--- src/rtl/ps2_pkg.sv ---
// Purpose: shared types and helpers for the PS/2 receiver (FSM states, prefix codes, FIFO entry).
// Latency: n/a (package).
// Backpressure: n/a (package).
package ps2_pkg;

    typedef enum logic [1:0] {
        IDLE   = 2'd0,
        DATA   = 2'd1,
        PARITY = 2'd2,
        STOP   = 2'd3
    } ps2_state_t;

    localparam logic [7:0] PS2_BRK = 8'hF0;
    localparam logic [7:0] PS2_EXT = 8'hE0;

    typedef struct packed {
        logic       brk;
        logic       ext;
        logic [7:0] code;
    } fifo_entry_t;

    // PS/2 uses odd parity: data plus parity bit must hold an odd number of ones.
    function automatic logic odd_parity_ok(input logic [7:0] data, input logic par);
        return ^{data, par};
    endfunction

endpackage

--- src/rtl/ps2_sync_filter.sv ---
// Purpose: 2-flop synchroniser plus FILTER_LEN-sample deglitch for one raw PS/2 line.
// Latency: 3 + FILTER_LEN clocks from pin change to filtered output change.
// Backpressure: none; free-running, output idles high after reset.
module ps2_sync_filter #(
    parameter int FILTER_LEN = 4
) (
    input  logic clock,
    input  logic reset,
    input  logic raw_line,
    output logic filt_line
);

    logic                  sync_a;
    logic                  sync_b;
    logic [FILTER_LEN-1:0] hist;

    // Synchronise, keep the last FILTER_LEN samples, and only move the output when they all agree.
    always_ff @(posedge clock) begin
        if (reset) begin
            sync_a    <= 1'b1;
            sync_b    <= 1'b1;
            hist      <= '1;
            filt_line <= 1'b1;
        end else begin
            sync_a <= raw_line;
            sync_b <= sync_a;
            hist   <= {hist[FILTER_LEN-2:0], sync_b};
            if (&hist) begin
                filt_line <= 1'b1;
            end else if (~|hist) begin
                filt_line <= 1'b0;
            end
        end
    end

endmodule

--- src/rtl/ps2_rx_buffered.sv ---
// Purpose: PS/2 keyboard receiver with error checks and a FWFT scan-code FIFO; PS2_PREFIX_DECODE_EN folds E0/F0 into flags.
// Latency: code_valid rises 2 clocks after the stop-bit falling edge is detected (filter delay comes before that).
// Backpressure: code_valid/code_ready pop; a good byte arriving with the FIFO full and no pop is dropped with an overflow pulse.
module ps2_rx_buffered
    import ps2_pkg::*;
#(
    parameter int FILTER_LEN     = 4,
    parameter int TIMEOUT_CYCLES = 50000,
    parameter int FIFO_DEPTH     = 8
) (
    input  logic                             clock,
    input  logic                             reset,
    input  logic                             ps2_clk,
    input  logic                             ps2_dat,
    output logic [7:0]                       code_data,
    output logic                             code_brk,
    output logic                             code_ext,
    output logic                             code_valid,
    input  logic                             code_ready,
    output logic [$clog2(FIFO_DEPTH+1)-1:0]  fifo_count,
    output logic                             parity_err,
    output logic                             frame_err,
    output logic                             overflow
);

    localparam int PW = $clog2(FIFO_DEPTH);
    localparam int CW = $clog2(FIFO_DEPTH + 1);
    localparam int TW = (TIMEOUT_CYCLES > 1) ? $clog2(TIMEOUT_CYCLES) : 1;

`ifdef PS2_PREFIX_DECODE_EN
    typedef fifo_entry_t fifo_word_t;
`else
    typedef logic [7:0] fifo_word_t;
`endif

    logic       clk_filt;
    logic       dat_filt;
    logic       clk_filt_prev;
    logic       fall_en;

    ps2_state_t state;
    ps2_state_t state_next;
    logic [2:0] bit_cnt;
    logic [7:0] shift_reg;
    logic       par_bit;
    logic [TW-1:0] to_cnt;

    logic       timeout_hit;
    logic       stop_eval;
    logic       par_bad;
    logic       stop_bad;
    logic       good_byte;
    logic       is_prefix;

    logic       push_q;
    fifo_word_t push_word_q;
    fifo_word_t push_word;
    fifo_word_t mem [FIFO_DEPTH];
    fifo_word_t head;
    logic [PW-1:0] wr_ptr;
    logic [PW-1:0] rd_ptr;
    logic       full;
    logic       pop;
    logic       wr_en;

    ps2_sync_filter #(.FILTER_LEN(FILTER_LEN)) u_clk_filt (
        .clock     (clock),
        .reset     (reset),
        .raw_line  (ps2_clk),
        .filt_line (clk_filt)
    );

    ps2_sync_filter #(.FILTER_LEN(FILTER_LEN)) u_dat_filt (
        .clock     (clock),
        .reset     (reset),
        .raw_line  (ps2_dat),
        .filt_line (dat_filt)
    );

    assign fall_en = clk_filt_prev & ~clk_filt;

    // Remember the previous filtered clock so a 1->0 transition yields a single-cycle strobe.
    always_ff @(posedge clock) begin
        if (reset) begin
            clk_filt_prev <= 1'b1;
        end else begin
            clk_filt_prev <= clk_filt;
        end
    end

    // FSM state register.
    always_ff @(posedge clock) begin
        if (reset) begin
            state <= IDLE;
        end else begin
            state <= state_next;
        end
    end

    // Next state plus stop-bit evaluation; a timeout overrides any edge in the same cycle.
    always_comb begin
        state_next  = state;
        timeout_hit = (state != IDLE) && (to_cnt == TW'(TIMEOUT_CYCLES - 1));
        stop_eval   = 1'b0;
        par_bad     = !odd_parity_ok(shift_reg, par_bit);
        stop_bad    = !dat_filt;
        if (timeout_hit) begin
            state_next = IDLE;
        end else if (fall_en) begin
            case (state)
                IDLE:    if (!dat_filt) state_next = DATA;
                DATA:    if (bit_cnt == 3'd7) state_next = PARITY;
                PARITY:  state_next = STOP;
                STOP: begin
                    state_next = IDLE;
                    stop_eval  = 1'b1;
                end
                default: state_next = IDLE;
            endcase
        end
        good_byte = stop_eval && !par_bad && !stop_bad;
    end

    // Shift data in LSB-first and capture the parity bit, all on filtered clock falls.
    always_ff @(posedge clock) begin
        if (reset) begin
            bit_cnt   <= 3'd0;
            shift_reg <= 8'd0;
            par_bit   <= 1'b0;
        end else if (fall_en) begin
            case (state)
                IDLE:   bit_cnt <= 3'd0;
                DATA: begin
                    shift_reg <= {dat_filt, shift_reg[7:1]};
                    bit_cnt   <= bit_cnt + 3'd1;
                end
                PARITY: par_bit <= dat_filt;
                default: ;
            endcase
        end
    end

    // Mid-frame watchdog: runs only while a frame is open, restarts on each clock fall.
    always_ff @(posedge clock) begin
        if (reset) begin
            to_cnt <= '0;
        end else if (fall_en || state == IDLE || timeout_hit) begin
            to_cnt <= '0;
        end else begin
            to_cnt <= to_cnt + TW'(1);
        end
    end

    // Error pulses; parity failure masks a bad stop bit.
    always_ff @(posedge clock) begin
        if (reset) begin
            parity_err <= 1'b0;
            frame_err  <= 1'b0;
        end else begin
            parity_err <= stop_eval && par_bad;
            frame_err  <= timeout_hit || (stop_eval && !par_bad && stop_bad);
        end
    end

`ifdef PS2_PREFIX_DECODE_EN
    logic brk_pend;
    logic ext_pend;

    assign is_prefix = (shift_reg == PS2_EXT) || (shift_reg == PS2_BRK);
    assign push_word = '{brk: brk_pend, ext: ext_pend, code: shift_reg};
    assign head      = mem[rd_ptr];
    assign code_data = code_valid ? head.code : 8'd0;
    assign code_brk  = code_valid ? head.brk  : 1'b0;
    assign code_ext  = code_valid ? head.ext  : 1'b0;

    // Prefix bytes arm flags; the next real code consumes them; any error forgets them.
    always_ff @(posedge clock) begin
        if (reset) begin
            brk_pend <= 1'b0;
            ext_pend <= 1'b0;
        end else if (timeout_hit || (stop_eval && (par_bad || stop_bad))) begin
            brk_pend <= 1'b0;
            ext_pend <= 1'b0;
        end else if (good_byte) begin
            if (shift_reg == PS2_EXT) begin
                ext_pend <= 1'b1;
            end else if (shift_reg == PS2_BRK) begin
                brk_pend <= 1'b1;
            end else begin
                brk_pend <= 1'b0;
                ext_pend <= 1'b0;
            end
        end
    end
`else
    assign is_prefix = 1'b0;
    assign push_word = shift_reg;
    assign head      = mem[rd_ptr];
    assign code_data = code_valid ? head : 8'd0;
    assign code_brk  = 1'b0;
    assign code_ext  = 1'b0;
`endif

    // Stage a good byte for the FIFO one cycle after the stop edge.
    always_ff @(posedge clock) begin
        if (reset) begin
            push_q      <= 1'b0;
            push_word_q <= '0;
        end else begin
            push_q      <= good_byte && !is_prefix;
            push_word_q <= push_word;
        end
    end

    assign code_valid = (fifo_count != '0);
    assign full       = (fifo_count == CW'(FIFO_DEPTH));
    assign pop        = code_valid && code_ready;
    assign wr_en      = push_q && (!full || pop);

    // FIFO storage; no reset needed since reads are gated by occupancy.
    always_ff @(posedge clock) begin
        if (wr_en) begin
            mem[wr_ptr] <= push_word_q;
        end
    end

    // FIFO pointers, occupancy and overflow pulse.
    always_ff @(posedge clock) begin
        if (reset) begin
            wr_ptr     <= '0;
            rd_ptr     <= '0;
            fifo_count <= '0;
            overflow   <= 1'b0;
        end else begin
            overflow <= push_q && full && !pop;
            if (wr_en) begin
                wr_ptr <= wr_ptr + PW'(1);
            end
            if (pop) begin
                rd_ptr <= rd_ptr + PW'(1);
            end
            case ({wr_en, pop})
                2'b10:   fifo_count <= fifo_count + CW'(1);
                2'b01:   fifo_count <= fifo_count - CW'(1);
                default: ;
            endcase
        end
    end

endmodule

--- config.mk ---
export PLATFORM = sky130hd
export DESIGN_NAME = ps2_rx_buffered
export DESIGN_NICKNAME = d
export VERILOG_FILES = /design/src/rtl/ps2_pkg.sv /design/src/rtl/ps2_sync_filter.sv /design/src/rtl/ps2_rx_buffered.sv
export SDC_FILE = /design/constraint.sdc
export NUM_CORES = 1
export LEC_CHECK = 0
export ABC_AREA = 1
export BUFFER_PORTS_ARGS = -buffer_cell sky130_fd_sc_hd__clkbuf_2
export CAP_MARGIN = 20
export CORE_AREA = 2 2 104 106
export CTS_CLUSTER_DIAMETER = 80
export DETAILED_ROUTE_END_ITERATION = 10
export DIE_AREA = 0 0 106 108
export PLACE_DENSITY = 0.74
export SLEW_MARGIN = 15
export SYNTH_ARGS = -nofsm -noshare
export SYNTH_HDL_FRONTEND = slang
export SYNTH_SLANG_ARGS = --single-unit
--- constraint.sdc ---
create_clock -name clock -period 2 [get_ports clock]
set_input_delay 0.4 -clock clock [delete_from_list [all_inputs] [get_ports clock]]
set_output_delay 0.4 -clock clock [all_outputs]
set_load 0.02 [all_outputs]
* Word level (Yosys, flattened, before mapping)
Memories as Yosys holds them, arrays and structs flattened. A register that Yosys moved wholly into a read port is not among the register bits.
Index checks and enable logic that the tools add are counted.
W data, S select, Z words.
** Cells by class
- Bitwise gates (word level) :: 2
- Magnitude comparators :: 0
- Div/mod/pow operators :: 0
- Add/subtract/negate cells :: 6
- Equal/unequal tests :: 10
- Mux-type cells :: 13
- Shift-type cells :: 0
- Reductions and logical operators :: 35
- Multipliers :: 0
** Operators by type and width (number)
- $add A16 B1 Y16 const B :: 1
- $eq A16 B16 Y1 const B :: 1
- $add A3 B1 Y3 const B :: 3
- $logic_and A1 B1 Y1 :: 9
- $reduce_xor A9 Y1 :: 1
- $mux W8 :: 1
- $pmux W2 S4 :: 1
- $pmux W4 S2 :: 1
- $reduce_and A4 Y1 :: 2
- $reduce_or A2 Y1 :: 4
- $reduce_or A4 Y1 :: 2
- $eq A2 B2 Y1 const B :: 3
- $mux W3 :: 2
- $pmux W3 S2 :: 1
- $reduce_and A2 Y1 :: 3
- $reduce_bool A2 Y1 :: 3
- $mux W1 :: 5
- $add A4 B1 Y4 const B :: 1
- $eq A2 B1 Y1 const B :: 2
- $eq A4 B4 Y1 const B :: 1
- $logic_not A1 Y1 :: 4
- $logic_or A1 B1 Y1 :: 4
- $mux W2 :: 2
- $ne A2 B2 Y1 const B :: 2
- 7 further kinds :: 7
** Word-level totals
- Memory bits (read-only) :: 0
- Output and inout port bits :: 18
- Logic and storage cells :: 89
- Input bits :: 5
- Memory bits (writable) :: 64
- Latch bits :: 0
- Memories kept :: 1
- Register bits :: 67
** Memory list
- mem :: words 8, width 8, rd ports 1, clocked after Yosys merged registers in 1, wr ports 1, RTL line ps2_rx_buffered.sv:58 : fifo_word_t mem [FIFO_DEPTH];

* Longest topological paths before layout
Gate-level depths: netlist of run 1.
- Word-level depth :: 7
- Depth in mapped cells :: 12

* Hierarchy
A second synthesis of run 1 with hierarchy kept.
** Unflattened totals
- Cell total of the unflattened synthesis :: 574
- Area total of the unflattened synthesis :: 5516.5 µm²
** By module, submodules not included
- ps2_rx_buffered :: cells each 530, area an instance 5093.6 µm², instances 1
- ps2_sync_filter :: cells each 22, area an instance 211.5 µm², instances 2

* Worst setup path before layout of run 1
OpenSTA, ideal clock, no wires.
- Path kind :: reg-to-output
- From :: reg fifo_count[0]
- To :: out code_data[5]
- Arrival :: 1375 ps
- Setup slack :: 225 ps
- Stages on the path, launching flop included :: 6
- Cell sequence :: dfxtp_1 > nor2_2 > nand3_2 > buf_6 > o21ai_0 > a31oi_1
** On the way
- Cells in the longest elaborated chain, start to end :: 2
** Ends and longest elaborated chain
- start, declared :: RTL line ps2_rx_buffered.sv:20 : output logic [$clog2(FIFO_DEPTH+1)-1:0] fifo_count,
- start signal, assigned :: RTL line ps2_rx_buffered.sv:243 : 2'b10: fifo_count <= fifo_count + CW'(1);
- start signal, assigned :: RTL line ps2_rx_buffered.sv:244 : 2'b01: fifo_count <= fifo_count - CW'(1);
- $reduce_bool A4 Y1 :: RTL line ps2_rx_buffered.sv:215 : assign code_valid = (fifo_count != '0);
- via code_valid :: RTL line ps2_rx_buffered.sv:18 : output logic code_valid,
- $mux W8 :: RTL line ps2_rx_buffered.sv:199 : assign code_data = code_valid ? head : 8'd0;
- end, declared :: RTL line ps2_rx_buffered.sv:15 : output logic [7:0] code_data,
The timed path passes the listed nets, and every way through them passes these cells.

==> run_results.csv, run 1 <==
group,metric,value,unit
status,status,"complete, but fails checks",
status,violations,"negative setup slack",
setup_path,required,1.60,ns
yosys,synth_cell_types,41,
routing,final_antenna_net_count,0,
routing,drt_iter0_markers,277,
hold_path,hold_class,"primary input to flop",
yosys,synth_top_family_by_area,"simple AND/OR/NAND/NOR gates",
timing,fmax,0.4469,GHz
yosys,ys_async_sr_fraction,0,
finish,final_cells,760,
power_and_ir_drop,powerDensity,1298,nW/um2
setup_path,crit_type,"flop to output port",
timing,setup_tns,-1.531,ns
setup_path,rr_worst_depth,13,
cts,cts.sinks,134,
grt,grt_pass1_vias,4176,
die,dieArea,11450,um2
place,dp_hpwl,7.044,mm
routing,first_pass_iters,5,
die,die_h,108,um
setup_path,cp-end-kind,"output port",
setup_path,worstPathArrival,1.84,ns
routing,vias,4100,
die,start_util,0.5413,
yosys,ys_top_cells_by_area,"edfxtp_1 35%, dfxtp_1 25%, nor2_1 6.1%",
grt,grt_pass1_wl,19.33,mm
hold_path,hold_path_depth,2,
yosys,synthXorXnorAreaFrac,0.01107,
timing,rsz0062_at_grt,"yes",
cts,cts_tree,"yes",
timing,setup_ws,-0.2376,ns
die,num_io_pins,23,
yosys,synth_mux_area_frac,0,
setup_path,path_max_fanout,8,
yosys,synth_top_area_cell,"edfxtp_1",
die,num_rows,37,
cts,clock_latency,0.52,ns
yosys,syn_area,5538,um2
setup_path,cp_slowest_cell,"dfxtp_4",
flow_run,cap_viol_max_count,0,
cts,cts_buffer_depth,2,
finish,drive_gt1_frac,0.2179,
yosys,synth.top_cell.area_share,0.3470,
setup_path,critPathLaunchType,"flop",
finish,area_growth_syn_to_layout,21.03,%
setup_path,crit_chain,"clkinvlp_4 -> nor2_1 -> o21ai_1 -> a31oi_1 -> buf_4",
power_and_ir_drop,p_leak,2.587,nW
timing,relSlewSlack,0.5910,
setup_path,reg2reg_from,"fifo_count[3]",
timing,worstMarginPinSlew,0.6128,ns
grt,grt_max_degree,30,
finish,layout_common_cells,"88 x nor2_1, 68 x dfxtp_1, 64 x edfxtp_1",
yosys,synth-compound-area-share,0.1044,
routing,wl_per_cell,15.67,um
timing,hold_viol,0,
yosys,yosys.area_share.simple,0.2011,
hold_path,min_from,"ps2_dat",
yosys,synth_top_flop_cell,"dfxtp_1",
yosys,syn_avg_cell_area,9.854,um2
finish,finalNetCount,627,
yosys,ys_seq_elements,134,
yosys,yosysWarningCount,0,
cts,cts_made_buffers,17,
timing,maxSlewViolCount,0,
cts,htreeDepth,4,
hold_path,hold_end,"u_dat_filt.sync_a",
timing,setup_viol,8,
setup_path,r2r-end,"fifo_count[2]",
yosys,syn_inst,562,
power_and_ir_drop,vdd_ir_drop_max,0.8490,mV
die,die_x,106,um
cts,root_buffer,"clkbuf_8",
grt,grt.overflow.total,0,
yosys,synth-edff-count,64,
timing,min_period,2.238,ns
die,core-area,10230,um2
finish,antenna_cells,0,
finish,n_fill_cell,770,
grt,track_usage,0.2204,
setup_path,rrSetupSlack,0.18,ns
place,place_inst,717,
yosys,ys_seq_area_frac,0.6001,
routing,via_per_inst,5.395,
timing,finalCritPeriodShare,1.119,
place,port_buffers,20,
routing,wl,11.91,mm
routing,drc,0,
place,place_congestion,0.8013,
cts,clk_pin_slew,0.07,ns
timing,fin_worst_skew,0.009760,ns
yosys,synth-adder-area-share,0.02485,
setup_path,slowest_delay,0.42,ns
finish,layout_commonest_cell,"nor2_1",
grt,grt_antenna_before_repair,0,
cts,holdBufCountCts,0,
-- cell families after synthesis --
logic type,count (synthesis)
compound gates,108
xor+xnor,7
fa+ha+maj,11
buf+inv,75
flops,134
other cells,1
simple gates,226
-- worst max path at each step --
stage,to,slack (ns),depth (start not counted)
floorplan,code_data[5],0.22,5
global placement,code_data[7],0.19,6
detailed placement,code_data[1],0.17,6
CTS,code_data[7],-0.22,7
global route,code_data[7],-0.32,5
finish,code_data[7],-0.24,5
-- Yosys cell counts, types with 2 or more instances --
library cell / count
nor3b_1: 2
nor2_2: 6
xor2_1: 4
o221ai_1: 2
o22ai_1: 8
buf_4: 3
nand3_1: 20
a31oi_1: 8
inv_1: 52
ha_1: 11
buf_6: 2
nor3_4: 3
o21ai_1: 3
a21oi_1: 29
nor3b_2: 2
edfxtp_1: 64
nor3_2: 3
nor2_1: 90
inv_2: 2
clkbuf_1: 7
or2_2: 12
nor4_1: 3
nand4_1: 5
nand2_4: 3
dfxtp_1: 70
buf_2: 6
xnor2_1: 3
nor3_1: 4
nand3_2: 4
nand2_1: 63
o21ai_0: 55
a41oi_1: 2
nand2_2: 3
-- worst max-delay path: cells and delay by family (launching register included) --
kind            cells  cell delay [ns]
compound gates      2             0.32
buf+inv             2             0.39
flops               1             0.42
simple gates        1             0.17
-- flip-flops by register name (all words and copies together) (netlist names), 4 cells and up, named ones only --
| signal | flops |
|---|---|
| mem | 64 |
| to_cnt | 16 |
| push_word | 8 |
| push_word_q | 8 |
| fifo_count | 4 |
| u_clk_filt.hist | 4 |
| u_dat_filt.hist | 4 |
-- metrics by stage --
step                  util  hold slack [ns]  area [um2]  setup WS, ns  total power, mW
global route        0.6551          0.05421        6703       -0.3169            9.055
floorplan                -           0.3895        5542        0.2246            4.466
finish              0.6551          0.05483        6703       -0.2376            8.702
global placement    0.5714           0.3949        5846        0.1909            4.954
detailed placement  0.5714           0.4014        5846        0.1699            5.000
CTS                 0.6480          0.04119        6630       -0.2214            8.439
-- cell type report --
cell class / instances / area [um2] / share of cell area
repair inverters: 1 / 7.507 / 0.001120
well taps: 136 / 170.2 / 0.02539
flip-flops and latches: 134 / 3331 / 0.4969
inverters: 56 / 222.7 / 0.03323
repair buffers: 47 / 440.4 / 0.06571
clock inverters: 12 / 102.6 / 0.01531
multi-input cells: 354 / 1951 / 0.2910
clock buffers: 20 / 478.0 / 0.07131
-- power by group --
group          leakage [nW]  switching, mW  internal, mW
Sequential             1.16          0.117          2.94
Clock                 0.287           1.24          1.74
Combinational          1.14           1.52          1.13
Total                  2.59           2.88          5.82
-- timing repair --
| item | 4_1_cts | 5_1_grt |
|---|---|---|
| pin swaps | 3 | 12 |
| hold endpoints to repair | 0 | 0 |
| endpoints found under the setup margin | 8 | 8 |
| gates resized for setup | 29 | 52 |
| cloned | 4 | 2 |
| setup buffers | 4 | 3 |
-- metal layers --
layer  vias up  GRT usage  wire (um)
li1       2005          -          -
met1      1939     0.2508       4837
met2       133     0.3968       6129
met3        23    0.04159        697
met4         0     0.1137        243
met5         -          0          0
No activity file was read; power rests on OpenSTA's default activity.
==> run 2: changes to the inputs <==
--- a/config.mk
+++ b/config.mk
@@ -5,14 +5,14 @@
 export SDC_FILE = /design/constraint.sdc
 export NUM_CORES = 1
 export LEC_CHECK = 0
-export ABC_AREA = 1
+export ABC_CLOCK_PERIOD_IN_PS = 2000
 export BUFFER_PORTS_ARGS = -buffer_cell sky130_fd_sc_hd__clkbuf_2
 export CAP_MARGIN = 20
-export CORE_AREA = 2 2 104 106
+export CORE_AREA = 2 2 101 103
 export CTS_CLUSTER_DIAMETER = 80
 export DETAILED_ROUTE_END_ITERATION = 10
-export DIE_AREA = 0 0 106 108
-export PLACE_DENSITY = 0.74
+export DIE_AREA = 0 0 103 105
+export PLACE_DENSITY = 0.75
 export SLEW_MARGIN = 15
 export SYNTH_ARGS = -nofsm -noshare
 export SYNTH_HDL_FRONTEND = slang
==> run 2 against run 1 <==
  * The flow still finishes with violations (negative setup slack)
  * Clock power about the same
  * Clock-buffer cell count grew 1
  * First-iteration DRC count shrank 35%
  * Critical path depth is the same
  * Core utilization grew 1.4 points
  * Register-to-register slack got worse by 0.21 ns
  * Global-route usage decreased by 2.4 points
  * Final cell count decreased by 22%
  * Fmax is 5.7% lower
  * Cell area decreased by 3.8%
  * Non-clock buffer count is 4 higher
  * Wire length shrank 18%
  * Critical path type unchanged
  * Largest power group is now clock
==> run_results.csv, run 2 <==
group,metric,value,unit
yosys,synth-edff-count,64,
cts,clk_pin_slew,0.06,ns
setup_path,rrSetupSlack,-0.03,ns
setup_path,worstPathArrival,1.97,ns
finish,antenna_cells,0,
routing,via_per_inst,5.372,
finish,top_regs,"mem (64), to_cnt (16)",
setup_path,r2r-end,"fifo_count[2]",
cts,holdBufCountCts,0,
finish,drive_gt1_frac,0.2993,
finish,largest_reg_flops,64,
hold_path,hold_class,"primary input to flop",
cts,cts_made_buffers,17,
status,violations,"negative setup slack",
yosys,yosysWarningCount,0,
setup_path,critPathLaunchType,"flop",
die,die_x,103,um
die,num_rows,36,
cts,cts.sinks,134,
timing,hold_viol,0,
grt,grt_pass1_wl,15.94,mm
grt,track_usage,0.1969,
timing,setup_tns,-2.735,ns
routing,wl,9.802,mm
finish,final_cells,594,
die,num_io_pins,23,
setup_path,reg2reg_from,"fifo_count[3]",
timing,rsz0062_at_grt,"yes",
die,die_h,105,um
routing,drt_iter0_markers,180,
yosys,ys_seq_area_frac,0.6294,
timing,finalCritPeriodShare,1.187,
routing,first_pass_iters,4,
timing,setup_ws,-0.3735,ns
yosys,syn_inst,393,
yosys,ys_async_sr_fraction,0,
yosys,synth_cell_types,49,
timing,maxSlewViolCount,0,
finish,final_util,0.6689,
timing,worstMarginPinSlew,0.8322,ns
power_and_ir_drop,p_leak,2.443,nW
timing,fmax,0.4213,GHz
routing,drc,0,
timing,setup_viol,10,
cts,cts_buffer_depth,2,
yosys,ys_top_cells_by_area,"edfxtp_1 36%, dfxtp_1 27%, mux4_2 6.8%",
hold_path,hold_path_depth,2,
routing,wl_per_cell,16.50,um
finish,area_growth_syn_to_layout,22.11,%
setup_path,path_max_fanout,8,
timing,min_period,2.373,ns
cts,htreeDepth,4,
setup_path,required,1.60,ns
routing,vias,3191,
timing,fin_worst_skew,0.006900,ns
grt,grt_max_degree,17,
flow_run,cap_viol_max_count,0,
yosys,syn_avg_cell_area,13.44,um2
yosys,synth_commonest_cells,"70 x dfxtp_1, 64 x edfxtp_1, 41 x nor2_1",
yosys,syn_area,5280,um2
finish,layout_common_cells,"66 x dfxtp_1, 64 x edfxtp_1, 36 x nor2_1",
finish,layout_commonest_cell,"dfxtp_1",
yosys,synth_most_common_cell,"dfxtp_1",
place,dp_hpwl,6.007,mm
status,status,"complete, but fails checks",
place,port_buffers,20,
finish,finalNetCount,464,
grt,grt_antenna_before_repair,0,
cts,cts_tree,"yes",
place,place_congestion,0.7417,
hold_path,hold_end,"u_dat_filt.sync_a",
setup_path,crit_type,"flop to output port",
finish,final_area,6447,um2
grt,grt_pass1_vias,3210,
place,place_inst,553,
place,placed_cell_area,5685,um2
hold_path,min_from,"ps2_dat",
cts,clock_latency,0.52,ns
die,start_util,0.5478,
timing,relSlewSlack,0.4431,
power_and_ir_drop,powerDensity,1020,nW/um2
setup_path,cp-end-kind,"output port",
yosys,synth.top_cell.area_share,0.3640,
routing,final_antenna_net_count,0,
power_and_ir_drop,vdd_ir_drop_max,0.6664,mV
timing,whs,0.06245,ns
yosys,synth_top_area_cell,"edfxtp_1",
die,dieArea,10820,um2
yosys,ys_seq_elements,134,
finish,largest-register,"mem",
grt,grt.overflow.total,0,
cts,root_buffer,"clkbuf_8",
yosys,synth_top_flop_cell,"dfxtp_1",
setup_path,rr_worst_depth,8,
die,core-area,9639,um2
[run 2: cell types whose count changed in the layout (fill, tap and decap cells not counted), sizes merged, moves of 18 or more]
cell,change
a21oi,-18
o21ai,-54
nor2,-55
inv,-50
nand2,-53
[run 2: worst max path at each step]
stage,endpoint,start,slack [ns],depth (start not counted)
after floorplan,fifo_count[2],fifo_count[1],-0.08,7
after global placement,fifo_count[2],code_ready,0.10,9
after detailed placement,fifo_count[2],code_ready,-0.04,9
after CTS,code_data[0],flop,-0.39,5
after global routing,code_data[2],flop,-0.46,5
final,code_data[2],flop,-0.37,5
[run 2: worst max-delay path, cell delays in order (launching register included)]
cell	delay [ns]
dfxtp_4	0.39
buf_12	0.15
mux4_2	0.52
mux2i_2	0.18
nor2_1	0.06
buf_2	0.15
[run 2: cells by family after synthesis]
family	count (synthesis)	synth area share
simple gates	125	0.1272
fa+ha+maj	11	0.02607
flops	134	0.6294
mux	28	0.09123
compound gates	45	0.06232
buf+inv	26	0.02227
other cells	1	0.0007102
xor+xnor	23	0.04076
[run 2: cell type report]
| cell class | count | area (um2) |
|---|---|---|
| sequential | 134 | 3333 |
| fill | 681 | 3192 |
| multi-input combinational | 234 | 1889 |
| clock buffer | 21 | 459.2 |
| timing repair buffer | 51 | 432.9 |
| tap | 133 | 166.4 |
| clock inverter | 11 | 123.9 |
| inverter | 10 | 42.54 |
[run 2: through the flow]
step / setup slack (ns) / power (mW)
floorplan: -0.07658 / 3.297
global placement: 0.1047 / 3.458
detailed placement: -0.03889 / 3.469
CTS: -0.3863 / 6.570
global route: -0.4598 / 6.796
finish: -0.3735 / 6.574
[run 2: timing repair]
| item | CTS | global route |
|---|---|---|
| pin swaps | 5 | 7 |
| gates resized for setup | 23 | 17 |
| endpoints found under the setup margin | 9 | 49 |
| setup buffers | 6 | 1 |
| cloned | 2 | 0 |
[run 2: power breakdown]
group          internal (mW)  leakage [nW]  total (mW)  switching [mW]
clock                   1.87         0.280        3.00            1.13
combinational          0.331         0.889       0.677           0.345
sequential              2.87          1.27        2.89          0.0222
[run 2: layer usage]
layer / share of wire / track usage / up-vias
met3: 0.034 / 0.06957 / 13
met2: 0.51 / 0.3159 / 52
met4: 0.012 / 0.06109 / 0
li1: - / - / 1554
met5: 0 / 0 / -
met1: 0.44 / 0.2490 / 1572
